### config.mk
export PLATFORM = sky130hd
export DESIGN_NAME = ikbd_input_frontend_flat
export DESIGN_NICKNAME = d
export VERILOG_FILES = /design/src/rtl/ikbd_input_frontend_if.sv /design/src/rtl/ikbd_input_frontend.sv /design/src/flat_wrapper.sv
export SDC_FILE = /design/constraint.sdc
export NUM_CORES = 1
export LEC_CHECK = 0
export BUFFER_PORTS_ARGS = -buffer_cell sky130_fd_sc_hd__buf_2
export CAP_MARGIN = 20
export CORE_AREA = 2 2 159 161
export DETAILED_ROUTE_END_ITERATION = 8
export DIE_AREA = 0 0 161 163
export GPL_TIMING_DRIVEN = 0
export PLACE_DENSITY_LB_ADDON = 0.12
export SETUP_SLACK_MARGIN = 0.2
export SLEW_MARGIN = 15
export SYNTH_ARGS = -nofsm -noshare
export SYNTH_HDL_FRONTEND = slang
export SYNTH_SLANG_ARGS = --single-unit
export TNS_END_PERCENT = 5
### constraint.sdc
create_clock -name clk -period 10.25 [get_ports clk]
set_clock_uncertainty 0.15 [all_clocks]
set_input_delay 1.025 -clock clk [delete_from_list [all_inputs] [get_ports clk]]
set_output_delay 1.025 -clock clk [all_outputs]
set_load 0.03 [all_outputs]
### src/rtl/ikbd_input_frontend_if.sv
// ikbd_input_frontend_if: host-event and 6301 pin bundle for the ikbd input front end
//   master: event source / pin driver (key events, column drive, mouse reports)
//   slave : front end (returns row sense, quadrature, buttons)
interface ikbd_input_frontend_if #(
  parameter int COLS  = 15,
  parameter int ROWS  = 8,
  parameter int KEY_W = 7
);
  logic             key_strobe;
  logic [KEY_W-1:0] key_code;
  logic             key_make;
  logic             key_clear;
  logic [COLS-1:0]  col_drive;
  logic [ROWS-1:0]  row_sense;
  logic             mouse_strobe;
  logic [7:0]       mouse_dx;
  logic [7:0]       mouse_dy;
  logic [1:0]       mouse_btn;
  logic [3:0]       quad;
  logic [1:0]       btn_n;
  modport master (
    output key_strobe, key_code, key_make, key_clear, col_drive,
           mouse_strobe, mouse_dx, mouse_dy, mouse_btn,
    input  row_sense, quad, btn_n
  );
  modport slave (
    input  key_strobe, key_code, key_make, key_clear, col_drive,
           mouse_strobe, mouse_dx, mouse_dy, mouse_btn,
    output row_sense, quad, btn_n
  );
endinterface

### src/rtl/ikbd_input_frontend.sv
// ikbd_input_frontend: host-driven key matrix and paced mouse quadrature for the ikbd 6301
//   clk, res_n : clock, asynchronous active-low reset
//   bus        : key events, column drive/row sense, mouse reports, quad {YB,YA,XB,XA}, btn_n
module ikbd_input_frontend #(
  parameter int COLS  = 15,
  parameter int ROWS  = 8,
  parameter int KEY_W = 7,
  parameter int QDIV  = 1000,
  parameter int ACC_W = 10
) (
  input logic                  clk,
  input logic                  res_n,
  ikbd_input_frontend_if.slave bus
);
  localparam int RW = $clog2(ROWS);
  localparam int CW = KEY_W - RW;
  localparam int QW = $clog2(QDIV);
  // wide enough for acc + full 8-bit delta +/- step without overflow
  localparam int SW = (ACC_W > 8 ? ACC_W : 8) + 2;
  localparam logic signed [SW-1:0] MAX = SW'((2 ** (ACC_W - 1)) - 1);
  logic [COLS-1:0][ROWS-1:0] key_q, key_d;
  logic [1:0]                btn_q;
  logic [RW-1:0]             row;
  logic [CW-1:0]             col;
  logic [ROWS-1:0]           hit;
  logic [1:0]                ab [2];
  assign row = bus.key_code[RW-1:0];
  assign col = bus.key_code[KEY_W-1:RW];
  always_comb begin
    key_d = key_q;
    if (bus.key_clear) key_d = '0;
    else if (bus.key_strobe && int'(col) < COLS) key_d[col][row] = bus.key_make;
  end
  // rows of every low-driven column merge; no ghosting model
  always_comb begin
    hit = '0;
    for (int c = 0; c < COLS; c++) hit |= key_q[c] & {ROWS{~bus.col_drive[c]}};
  end
  assign bus.row_sense = ~hit;
  always_ff @(posedge clk or negedge res_n)
    if (!res_n) begin
      key_q <= '0;
      btn_q <= 2'b11;
    end else begin
      key_q <= key_d;
      btn_q <= bus.mouse_strobe ? ~bus.mouse_btn : btn_q;
    end
  assign bus.btn_n = btn_q;
  for (genvar a = 0; a < 2; a++) begin : g_axis
    logic [QW-1:0]           cnt_q;
    logic signed [ACC_W-1:0] acc_q, acc_d;
    logic [1:0]              ph_q, ph_d, ab_q;
    logic signed [7:0]       dlt;
    logic signed [SW-1:0]    sum;
    logic                    wrap, up, dn;
    assign dlt  = a == 1 ? bus.mouse_dy : bus.mouse_dx;
    assign wrap = cnt_q == QW'(QDIV - 1);
    always_comb begin
      up    = wrap && acc_q > 0;
      dn    = wrap && acc_q < 0;
      sum   = SW'(acc_q) + (bus.mouse_strobe ? SW'(dlt) : '0) - SW'(up) + SW'(dn);
      acc_d = sum > MAX ? ACC_W'(MAX) : sum < -MAX ? ACC_W'(-MAX) : ACC_W'(sum);
      ph_d  = ph_q + (dn ? 2'd3 : {1'b0, up});
    end
    // ab_q = {B, A}: A = p[1], B = p[1]^p[0]
    always_ff @(posedge clk or negedge res_n)
      if (!res_n) begin
        cnt_q <= '0;
        acc_q <= '0;
        ph_q  <= '0;
        ab_q  <= '0;
      end else begin
        cnt_q <= wrap ? '0 : cnt_q + 1'b1;
        acc_q <= acc_d;
        ph_q  <= ph_d;
        ab_q  <= {ph_d[1] ^ ph_d[0], ph_d[1]};
      end
    assign ab[a] = ab_q;
  end
  assign bus.quad = {ab[1], ab[0]};
endmodule

### src/flat_wrapper.sv
// flat-port wrapper written by rule: the top's interface ports become plain ports
module ikbd_input_frontend_flat 
#(
  parameter int COLS  = 15,
  parameter int ROWS  = 8,
  parameter int KEY_W = 7,
  parameter int QDIV  = 1000,
  parameter int ACC_W = 10
)
  (clk, res_n, bus_key_strobe, bus_key_code, bus_key_make, bus_key_clear, bus_col_drive, bus_mouse_strobe, bus_mouse_dx, bus_mouse_dy, bus_mouse_btn, bus_row_sense, bus_quad, bus_btn_n);
  ikbd_input_frontend_if #(.COLS(COLS), .ROWS(ROWS), .KEY_W(KEY_W)) bus_i ();
  input logic clk;
  input logic res_n;
  input wire logic [$bits(bus_i.key_strobe)-1:0] bus_key_strobe;
  input wire logic [$bits(bus_i.key_code)-1:0] bus_key_code;
  input wire logic [$bits(bus_i.key_make)-1:0] bus_key_make;
  input wire logic [$bits(bus_i.key_clear)-1:0] bus_key_clear;
  input wire logic [$bits(bus_i.col_drive)-1:0] bus_col_drive;
  input wire logic [$bits(bus_i.mouse_strobe)-1:0] bus_mouse_strobe;
  input wire logic [$bits(bus_i.mouse_dx)-1:0] bus_mouse_dx;
  input wire logic [$bits(bus_i.mouse_dy)-1:0] bus_mouse_dy;
  input wire logic [$bits(bus_i.mouse_btn)-1:0] bus_mouse_btn;
  output wire logic [$bits(bus_i.row_sense)-1:0] bus_row_sense;
  output wire logic [$bits(bus_i.quad)-1:0] bus_quad;
  output wire logic [$bits(bus_i.btn_n)-1:0] bus_btn_n;
  assign bus_i.key_strobe = bus_key_strobe;
  assign bus_i.key_code = bus_key_code;
  assign bus_i.key_make = bus_key_make;
  assign bus_i.key_clear = bus_key_clear;
  assign bus_i.col_drive = bus_col_drive;
  assign bus_i.mouse_strobe = bus_mouse_strobe;
  assign bus_i.mouse_dx = bus_mouse_dx;
  assign bus_i.mouse_dy = bus_mouse_dy;
  assign bus_i.mouse_btn = bus_mouse_btn;
  assign bus_row_sense = bus_i.row_sense;
  assign bus_quad = bus_i.quad;
  assign bus_btn_n = bus_i.btn_n;
  ikbd_input_frontend #(.COLS(COLS), .ROWS(ROWS), .KEY_W(KEY_W), .QDIV(QDIV), .ACC_W(ACC_W)) u_core (.clk(clk), .res_n(res_n), .bus(bus_i));
endmodule
==> flow_summary.toml, run 1 <==
[logic_synthesis]
synthArstFlopShare_pct = 100
post_synth_inst_count = 1168
yosysSeqAreaShare_pct = 42.5
ys_ff_latch = 168
number_of_enable_type_register_cells_in_the_synthesized_netlist = 0
synth_ff_type = "sky130_fd_sc_hd__dfrtp_1"
synth_warnings = 0
syn-mean-instance-area_um2 = 8.47
synthDistinctLibCells = 59
synth.net_count = 1263
post_synth_instance_area_mm2 = 0.00989

[global_route]
first_pass_grt_wire_length_um = 50300
first_global_vias = 8688
initial_antenna_violation_count = 0
globalRoute.totalOverflow = 0
groute.usage.overall_pct = 25.0
grt.met3_usage_pct = 2.88
grt.busiest_layer = "met2"
global_route.usage.met1_pct = 33.5
gr-usage-met2_pct = 40.8
grt_start_max_net_pins = 99

[clock_network]
clk-insertion-delay-late_ns = 0.44
clock_sinks = 168
ctsResizeCount = 0
htree_levels = 4
clockRootBuffer = "sky130_fd_sc_hd__clkbuf_16"
cts.hold.buffers_added = 0
cts-root-to-sink-buffers = 2
post-cts-setup-buffer-count = 0
clkTransAtPathRegs_ns = 0.07
cts_tree = "yes"
cts_inserted_buffers = 17

[floorplanning]
floorplan.die.width_um = 161
floorplan.rows = 58
pin_count = 60
floorplan.die.height_um = 163
design.die.area_mm2 = 0.0262
fp.coreArea_mm2 = 0.0247
initial_utilization_pct = 40.1

[setup_path]
critical_path.endpoint_type = "flip-flop"
cp.arrival_ns = 5.51
timing_worst_setup_path_type = "reg -> reg"
worst_setup_path_start_kind = "flip-flop"
timing.critical_path.required_ns = 10.48
cp_max_fo = 9

[place]
hpwlAfterDp_um = 24400
placed_area_mm2 = 0.0106
finalWeightedCongestion = 0.911
numPortBuffers = 54

[layout]
layout_stage_area_growth_over_the_synthesis_result_pct = 13.3
final_design_area_no_fill_mm2 = 0.0112
final_stage_net_count = 1339
layout_commonest_cell = "sky130_fd_sc_hd__dfrtp_1"
layout_common_cells = "sky130_fd_sc_hd__dfrtp_1 (166), sky130_fd_sc_hd__a21oi_1 (156), sky130_fd_sc_hd__o21ai_0 (124), sky130_fd_sc_hd__inv_1 (119), sky130_fd_sc_hd__nand3_1 (75)"
antenna_cells_inserted = 0
post_route_cells_drive_above_1_share_pct = 8.43

[sta]
highest_attainable_clock_frequency_mhz = 189
setup_viol = 0
timing.final.hold_violations = 0
timing.setup.tns_ns = 0
setup_repair_after_global_routing_missed_its_margin = "false"
worst_rel_slew_slack_pct = 43.7
layout_min_cycle_time_ns = 5.28
timing_max_transition_violations_final = 0
finalCritPeriodShare_pct = 51.5
timing_worst_slew_pin_value_ns = 0.843

[power_and_ir_drop]
ir_drop_uv = 256
power_density_mw_per_mm2 = 221
total_leakage_power_nw = 4.76

[run]
max_cap_violations = 0

[routing]
route.detailed.drc = 0
antenna_violating_nets_post_route = 0
post_dr_wirelength_cell_um = 20.5
vias_per_cell = 5.77
firstDrtPassIters = 7
detailroute.via_count = 9164
wirelength_um = 32500
drt_iter0_drc = 915

[min_path]
hold_class = "reg -> reg"

[run_status]
status = "finished, final reports clean"
state kept, by name, summed over array words and instances, names as in the netlist:
name / count
u_core.g_axis.ph_q: 2
u_core.g_axis.ab_q: 4
u_core.bus.btn_n: 2
u_core.g_axis.acc_q: 20
u_core.key_q: 120
u_core.g_axis.cnt_q: 20
power by group:
| group | internal [W] | leakage (nW) | switching (W) |
|---|---|---|---|
| sequential | 0.000715 | 2.26 | 0.0000272 |
| combinational | 0.000417 | 2.24 | 0.000681 |
| clock | 0.000358 | 0.262 | 0.000277 |
synthesized netlist by cell type, types with 3 or more instances:
cell / count / share of area [%]
sky130_fd_sc_hd__nand2b_1: 3 / 0.19
sky130_fd_sc_hd__a222oi_1: 7 / 0.71
sky130_fd_sc_hd__or2_2: 5 / 0.32
sky130_fd_sc_hd__nor3_1: 6 / 0.30
sky130_fd_sc_hd__ha_1: 45 / 5.7
sky130_fd_sc_hd__buf_1: 4 / 0.15
sky130_fd_sc_hd__xnor2_1: 21 / 1.9
sky130_fd_sc_hd__or4_1: 4 / 0.30
sky130_fd_sc_hd__a221oi_1: 16 / 1.4
sky130_fd_sc_hd__clkbuf_1: 71 / 2.7
sky130_fd_sc_hd__dfrtp_1: 166 / 42
sky130_fd_sc_hd__a211oi_1: 3 / 0.23
sky130_fd_sc_hd__nand3_1: 75 / 3.8
sky130_fd_sc_hd__and2_1: 12 / 0.76
sky130_fd_sc_hd__a211o_1: 3 / 0.27
sky130_fd_sc_hd__or3_1: 3 / 0.19
sky130_fd_sc_hd__a21o_1: 8 / 0.61
sky130_fd_sc_hd__a21oi_1: 156 / 7.9
sky130_fd_sc_hd__o2bb2ai_1: 4 / 0.35
sky130_fd_sc_hd__inv_1: 119 / 4.5
sky130_fd_sc_hd__fa_1: 4 / 0.81
sky130_fd_sc_hd__and3b_1: 5 / 0.44
sky130_fd_sc_hd__a31oi_1: 13 / 0.82
sky130_fd_sc_hd__nand2_1: 69 / 2.6
sky130_fd_sc_hd__nor2b_1: 9 / 0.57
sky130_fd_sc_hd__xor2_1: 15 / 1.3
sky130_fd_sc_hd__nor2_1: 58 / 2.2
sky130_fd_sc_hd__nor4_1: 6 / 0.38
sky130_fd_sc_hd__a22o_1: 10 / 0.89
sky130_fd_sc_hd__and3_1: 11 / 0.70
sky130_fd_sc_hd__o21ai_0: 124 / 6.3
sky130_fd_sc_hd__nand4_1: 52 / 3.3
sky130_fd_sc_hd__nor3b_1: 4 / 0.30
sky130_fd_sc_hd__o21a_1: 3 / 0.23
sky130_fd_sc_hd__a21boi_0: 3 / 0.23
sky130_fd_sc_hd__o22ai_1: 14 / 0.89
sky130_fd_sc_hd__a22oi_1: 5 / 0.38
sky130_fd_sc_hd__o41ai_1: 3 / 0.27
per-stage QoR:
step	power, W	hold slack, ns	cells	util [%]	setup slack (ns)
after floorplan	0.00159	0.286	1168	-	5.60
after global placement	0.00184	0.302	1552	42.8	5.03
final	0.00248	0.314	1587	45.4	4.97
after CTS	0.00249	0.318	1587	45.4	4.94
after detailed placement	0.00185	0.310	1555	43.1	4.97
after global routing	0.00266	0.346	1587	45.4	4.58
metal layers:
| metal | part of all wire [%] | up-vias | routed length [um] |
|---|---|---|---|
| met5 | 0 | - | 0 |
| met4 | 3.9 | 0 | 1280 |
| met2 | 47 | 332 | 15200 |
| met1 | 44 | 4451 | 14200 |
| li1 | - | 4309 | - |
| met3 | 5.5 | 72 | 1780 |
final timing paths:
check / startpoint / end / slack (ns) / depth (start not counted)
worst max-delay path: u_core.g_axis[0].cnt_q[0]$_DFF_PN0_ / u_core.g_axis[0].acc_q[1]$_DFF_PN0_ / 4.97 / 17
worst min-delay path: u_core.bus.btn_n[1]$_DFFE_PN1P_ / u_core.bus.btn_n[1]$_DFFE_PN1P_ / 0.31 / 2
worst max register to register: u_core.g_axis[0].cnt_q[0]$_DFF_PN0_ / u_core.g_axis[0].acc_q[1]$_DFF_PN0_ / 4.97 / 17
worst min register to register: u_core.bus.btn_n[1]$_DFFE_PN1P_ / u_core.bus.btn_n[1]$_DFFE_PN1P_ / 0.31 / 2
max in group asynchronous: res_n / u_core.key_q[77]$_DFFE_PN0P_ / 8.66 / 2
min in group asynchronous: res_n / u_core.key_q[1]$_DFFE_PN0P_ / 0.39 / 1
worst max-delay path: stages, from the launching register on:
cell                       delay, ns
sky130_fd_sc_hd__dfrtp_1        0.40
sky130_fd_sc_hd__ha_1           0.22
sky130_fd_sc_hd__nand2_1        0.08
sky130_fd_sc_hd__nor4b_1        0.36
sky130_fd_sc_hd__and3_1         0.21
sky130_fd_sc_hd__clkbuf_1       0.35
sky130_fd_sc_hd__o41ai_1        0.15
sky130_fd_sc_hd__or2_2          0.31
sky130_fd_sc_hd__ha_1           0.34
sky130_fd_sc_hd__fa_1           0.44
sky130_fd_sc_hd__fa_1           0.42
sky130_fd_sc_hd__a21o_1         0.23
sky130_fd_sc_hd__a221oi_4       0.34
sky130_fd_sc_hd__o21ai_0        0.18
sky130_fd_sc_hd__or3_1          0.32
sky130_fd_sc_hd__o41ai_1        0.34
sky130_fd_sc_hd__or2_2          0.22
sky130_fd_sc_hd__a211o_1        0.14
kinds of logic (layout without fill, tap and decap cells):
kind of cell | after synthesis | after routing | share of synthesized area [%]
AOI/OAI and AO/OA | 385 | 385 | 22.9
xor gates and xnor gates | 36 | 36 | 3.19
adders and majority gates | 49 | 49 | 6.50
buffers and inverters | 198 | 287 | 7.62
DFF | 168 | 168 | 42.5
muxes | 2 | 2 | 0.202
and+or+nand+nor | 330 | 330 | 17.1
layout make-up:
type                    instances  area, um2
plain buffers                  79        307
clock buffers                  20        437
clock inverters                12        130
fillers                      2554      13500
inverters                     119        447
multi-input cells             802       4940
flip-flops and latches        168       4210
well taps                     330        413
repair buffers                 57        320
Note: power is estimated with default switching activity, not from simulation.
==> inputs of run 2 (changes only) <==
==> constraint.sdc (replaced) <==
create_clock -name clk -period 5.5 [get_ports clk]
set_clock_uncertainty 0.15 [all_clocks]
set_input_delay 0.55 -clock clk [delete_from_list [all_inputs] [get_ports clk]]
set_output_delay 0.55 -clock clk [all_outputs]
set_load 0.03 [all_outputs]
==> run 2 against run 1 <==
Final cell count hardly changed. Non-clock buffer count rose by 1. Worst hold slack got worse by 0.22 ns. Fmax is 6.0% higher. Clock-buffer cell count unchanged. Clock power increased by 87%. Via count is 0.79% higher. Sequential share of layout area is 0.11 points lower. Largest cell class unchanged.
==> flow_summary.toml, run 2 (synthesis results as in run 1) <==
[sta]
timing.setup.tns_ns = 0
timing_worst_slew_pin_value_ns = 0.844
highest_attainable_clock_frequency_mhz = 201
setup_viol = 0
timing.final.hold_violations = 0
timing_max_transition_violations_final = 0
setup_repair_after_global_routing_missed_its_margin = "true"
layout_min_cycle_time_ns = 4.98
worst_rel_slew_slack_pct = 43.6
finalCritPeriodShare_pct = 90.6

[clock_network]
cts_tree = "yes"
htree_levels = 4
clock_sinks = 168
clk-insertion-delay-late_ns = 0.44
cts-root-to-sink-buffers = 2
cts_inserted_buffers = 17
clkTransAtPathRegs_ns = 0.07
clockRootBuffer = "sky130_fd_sc_hd__clkbuf_16"

[power_and_ir_drop]
ir_drop_uv = 477
power_density_mw_per_mm2 = 412
total_leakage_power_nw = 4.78

[setup_path]
timing_worst_setup_path_type = "reg -> reg"
cp_max_fo = 9
cp.arrival_ns = 5.19
r2r_setup_slack_ns = 0.52
rr_endpoint = "u_core.g_axis[0].acc_q[0]$_DFF_PN0_"
r2r-start = "u_core.g_axis[0].cnt_q[0]$_DFF_PN0_"
timing.critical_path.required_ns = 5.71
worst-r2r-cell-count = 16
critical_path.endpoint_type = "flip-flop"
worst_setup_path_start_kind = "flip-flop"

[layout]
largest-register = "u_core.key_q"
layout_commonest_cell = "sky130_fd_sc_hd__dfrtp_1"
seqCellArea_mm2 = 0.00421
final_stage_net_count = 1340
layout_stage_area_growth_over_the_synthesis_result_pct = 13.6
post_route_cells_drive_above_1_share_pct = 8.74
multiInputGateArea_mm2 = 0.00496
final_design_area_no_fill_mm2 = 0.0112
antenna_cells_inserted = 0
largest_registers = "u_core.key_q x120, u_core.g_axis.acc_q x20, u_core.g_axis.cnt_q x20"
n_fill_cell = 2551
largest_register_ffs = 120
layout_common_cells = "sky130_fd_sc_hd__dfrtp_1 (166), sky130_fd_sc_hd__a21oi_1 (156), sky130_fd_sc_hd__o21ai_0 (124), sky130_fd_sc_hd__inv_1 (119), sky130_fd_sc_hd__nand3_1 (75)"

[routing]
firstDrtPassIters = 7
route.detailed.drc = 0
detailroute.via_count = 9236
wirelength_um = 32600
vias_per_cell = 5.82
antenna_violating_nets_post_route = 0
drt_iter0_drc = 884
post_dr_wirelength_cell_um = 20.5

[min_path]
hold-path-endpoint = "u_core.bus.btn_n[1]$_DFFE_PN1P_"
worstHoldPathCells = 2
hold_class = "in -> reg"
min-delay-start = "bus_mouse_btn[1]"

[run]
max_cap_violations = 0

[floorplanning]
floorplan.die.width_um = 161
design.die.area_mm2 = 0.0262
floorplan.rows = 58
initial_utilization_pct = 40.1
fp.coreArea_mm2 = 0.0247
floorplan.die.height_um = 163
pin_count = 60

[global_route]
groute.usage.overall_pct = 25.0
initial_antenna_violation_count = 0
first_global_vias = 8688
first_pass_grt_wire_length_um = 50300
grt_start_max_net_pins = 99
globalRoute.totalOverflow = 0

[place]
numPortBuffers = 54
placed_area_mm2 = 0.0106
finalWeightedCongestion = 0.911
hpwlAfterDp_um = 24400

[run_status]
status = "finished, final reports clean"
[run 2: cell count changes in the layout (fill, tap and decap cells not counted)]
cell / before / now
sky130_fd_sc_hd__xnor2_2: 0 / 1
sky130_fd_sc_hd__o41ai_2: 0 / 1
sky130_fd_sc_hd__clkbuf_1: 74 / 73
sky130_fd_sc_hd__nor4b_1: 2 / 1
sky130_fd_sc_hd__dlygate4sd3_1: 0 / 1
sky130_fd_sc_hd__xnor2_1: 21 / 20
sky130_fd_sc_hd__nor4b_2: 0 / 1
sky130_fd_sc_hd__clkbuf_2: 0 / 1
sky130_fd_sc_hd__o41ai_1: 3 / 2
[run 2: report_power, final]
group	switching, W	internal [W]	leakage [nW]
logic	0.00127	0.000788	2.26
clock network	0.000520	0.000667	0.262
registers	0.0000497	0.00133	2.26
total	0.00184	0.00279	4.78
[run 2: timing repair]
item | in CTS | in global routing
endpoints found under the setup margin | 1 | 12
hold endpoints to repair | 68 | 0
gates resized for setup | 1 | 3
hold buffers | 1 | 0
setup buffers | 0 | 0
[run 2: routing by layer]
| layer | up-vias | global-route usage, % | wire length, um |
|---|---|---|---|
| li1 | 4312 | - | - |
| met1 | 4474 | 33.5 | 14100 |
| met2 | 372 | 40.8 | 15300 |
| met3 | 78 | 2.85 | 1890 |
| met4 | 0 | 11.4 | 1330 |
| met5 | - | 0 | 0 |
[run 2: worst max path at each step]
stage | depth (start not counted) | endpoint | from
after floorplan | 16 | u_core.g_axis[0].acc_q[0]$_DFF_PN0_ | u_core.g_axis[0].cnt_q[0]$_DFF_PN0_
after global placement | 16 | u_core.g_axis[0].acc_q[0]$_DFF_PN0_ | u_core.g_axis[0].cnt_q[0]$_DFF_PN0_
after detailed placement | 16 | u_core.g_axis[0].acc_q[0]$_DFF_PN0_ | u_core.g_axis[0].cnt_q[0]$_DFF_PN0_
after CTS | 16 | u_core.g_axis[0].acc_q[0]$_DFF_PN0_ | u_core.g_axis[0].cnt_q[0]$_DFF_PN0_
after global routing | 19 | u_core.g_axis[1].acc_q[3]$_DFF_PN0_ | u_core.g_axis[1].cnt_q[0]$_DFF_PN0_
final | 16 | u_core.g_axis[0].acc_q[0]$_DFF_PN0_ | u_core.g_axis[0].cnt_q[0]$_DFF_PN0_
[run 2: through the flow]
step	hold slack (ns)	power, W	instances	worst slack, ns	util, %
finish	0.0914	0.00463	1588	0.516	45.5
global route	0.0959	0.00498	1588	0.173	45.5
CTS	0.0875	0.00463	1588	0.381	45.4
detailed placement	0.310	0.00345	1555	0.216	43.1
global placement	0.302	0.00342	1552	0.279	42.8
floorplan	0.104	0.00296	1168	0.852	-
[run 2: area by class of cell]
type	instances	area share [%]
clock inverters	12	1.16
inverters	119	3.98
clock buffers	20	3.89
repair buffers	58	2.94
multi-input cells	802	44.2
plain buffers	79	2.74
flip-flops and latches	168	37.4
well taps	330	3.68
[run 2: critical path, stage by stage, from the launching register on]
cell,delay (ns)
sky130_fd_sc_hd__dfrtp_1,0.40
sky130_fd_sc_hd__ha_1,0.22
sky130_fd_sc_hd__nand2_1,0.10
sky130_fd_sc_hd__nor4b_2,0.27
sky130_fd_sc_hd__and3_1,0.19
sky130_fd_sc_hd__clkbuf_2,0.21
sky130_fd_sc_hd__o41ai_1,0.11
sky130_fd_sc_hd__or2_2,0.30
sky130_fd_sc_hd__ha_1,0.33
sky130_fd_sc_hd__fa_1,0.44
sky130_fd_sc_hd__fa_1,0.42
sky130_fd_sc_hd__a21o_1,0.23
sky130_fd_sc_hd__a221oi_4,0.34
sky130_fd_sc_hd__xnor2_1,0.17
sky130_fd_sc_hd__or4_1,0.54
sky130_fd_sc_hd__o311a_1,0.31
sky130_fd_sc_hd__a32oi_2,0.15
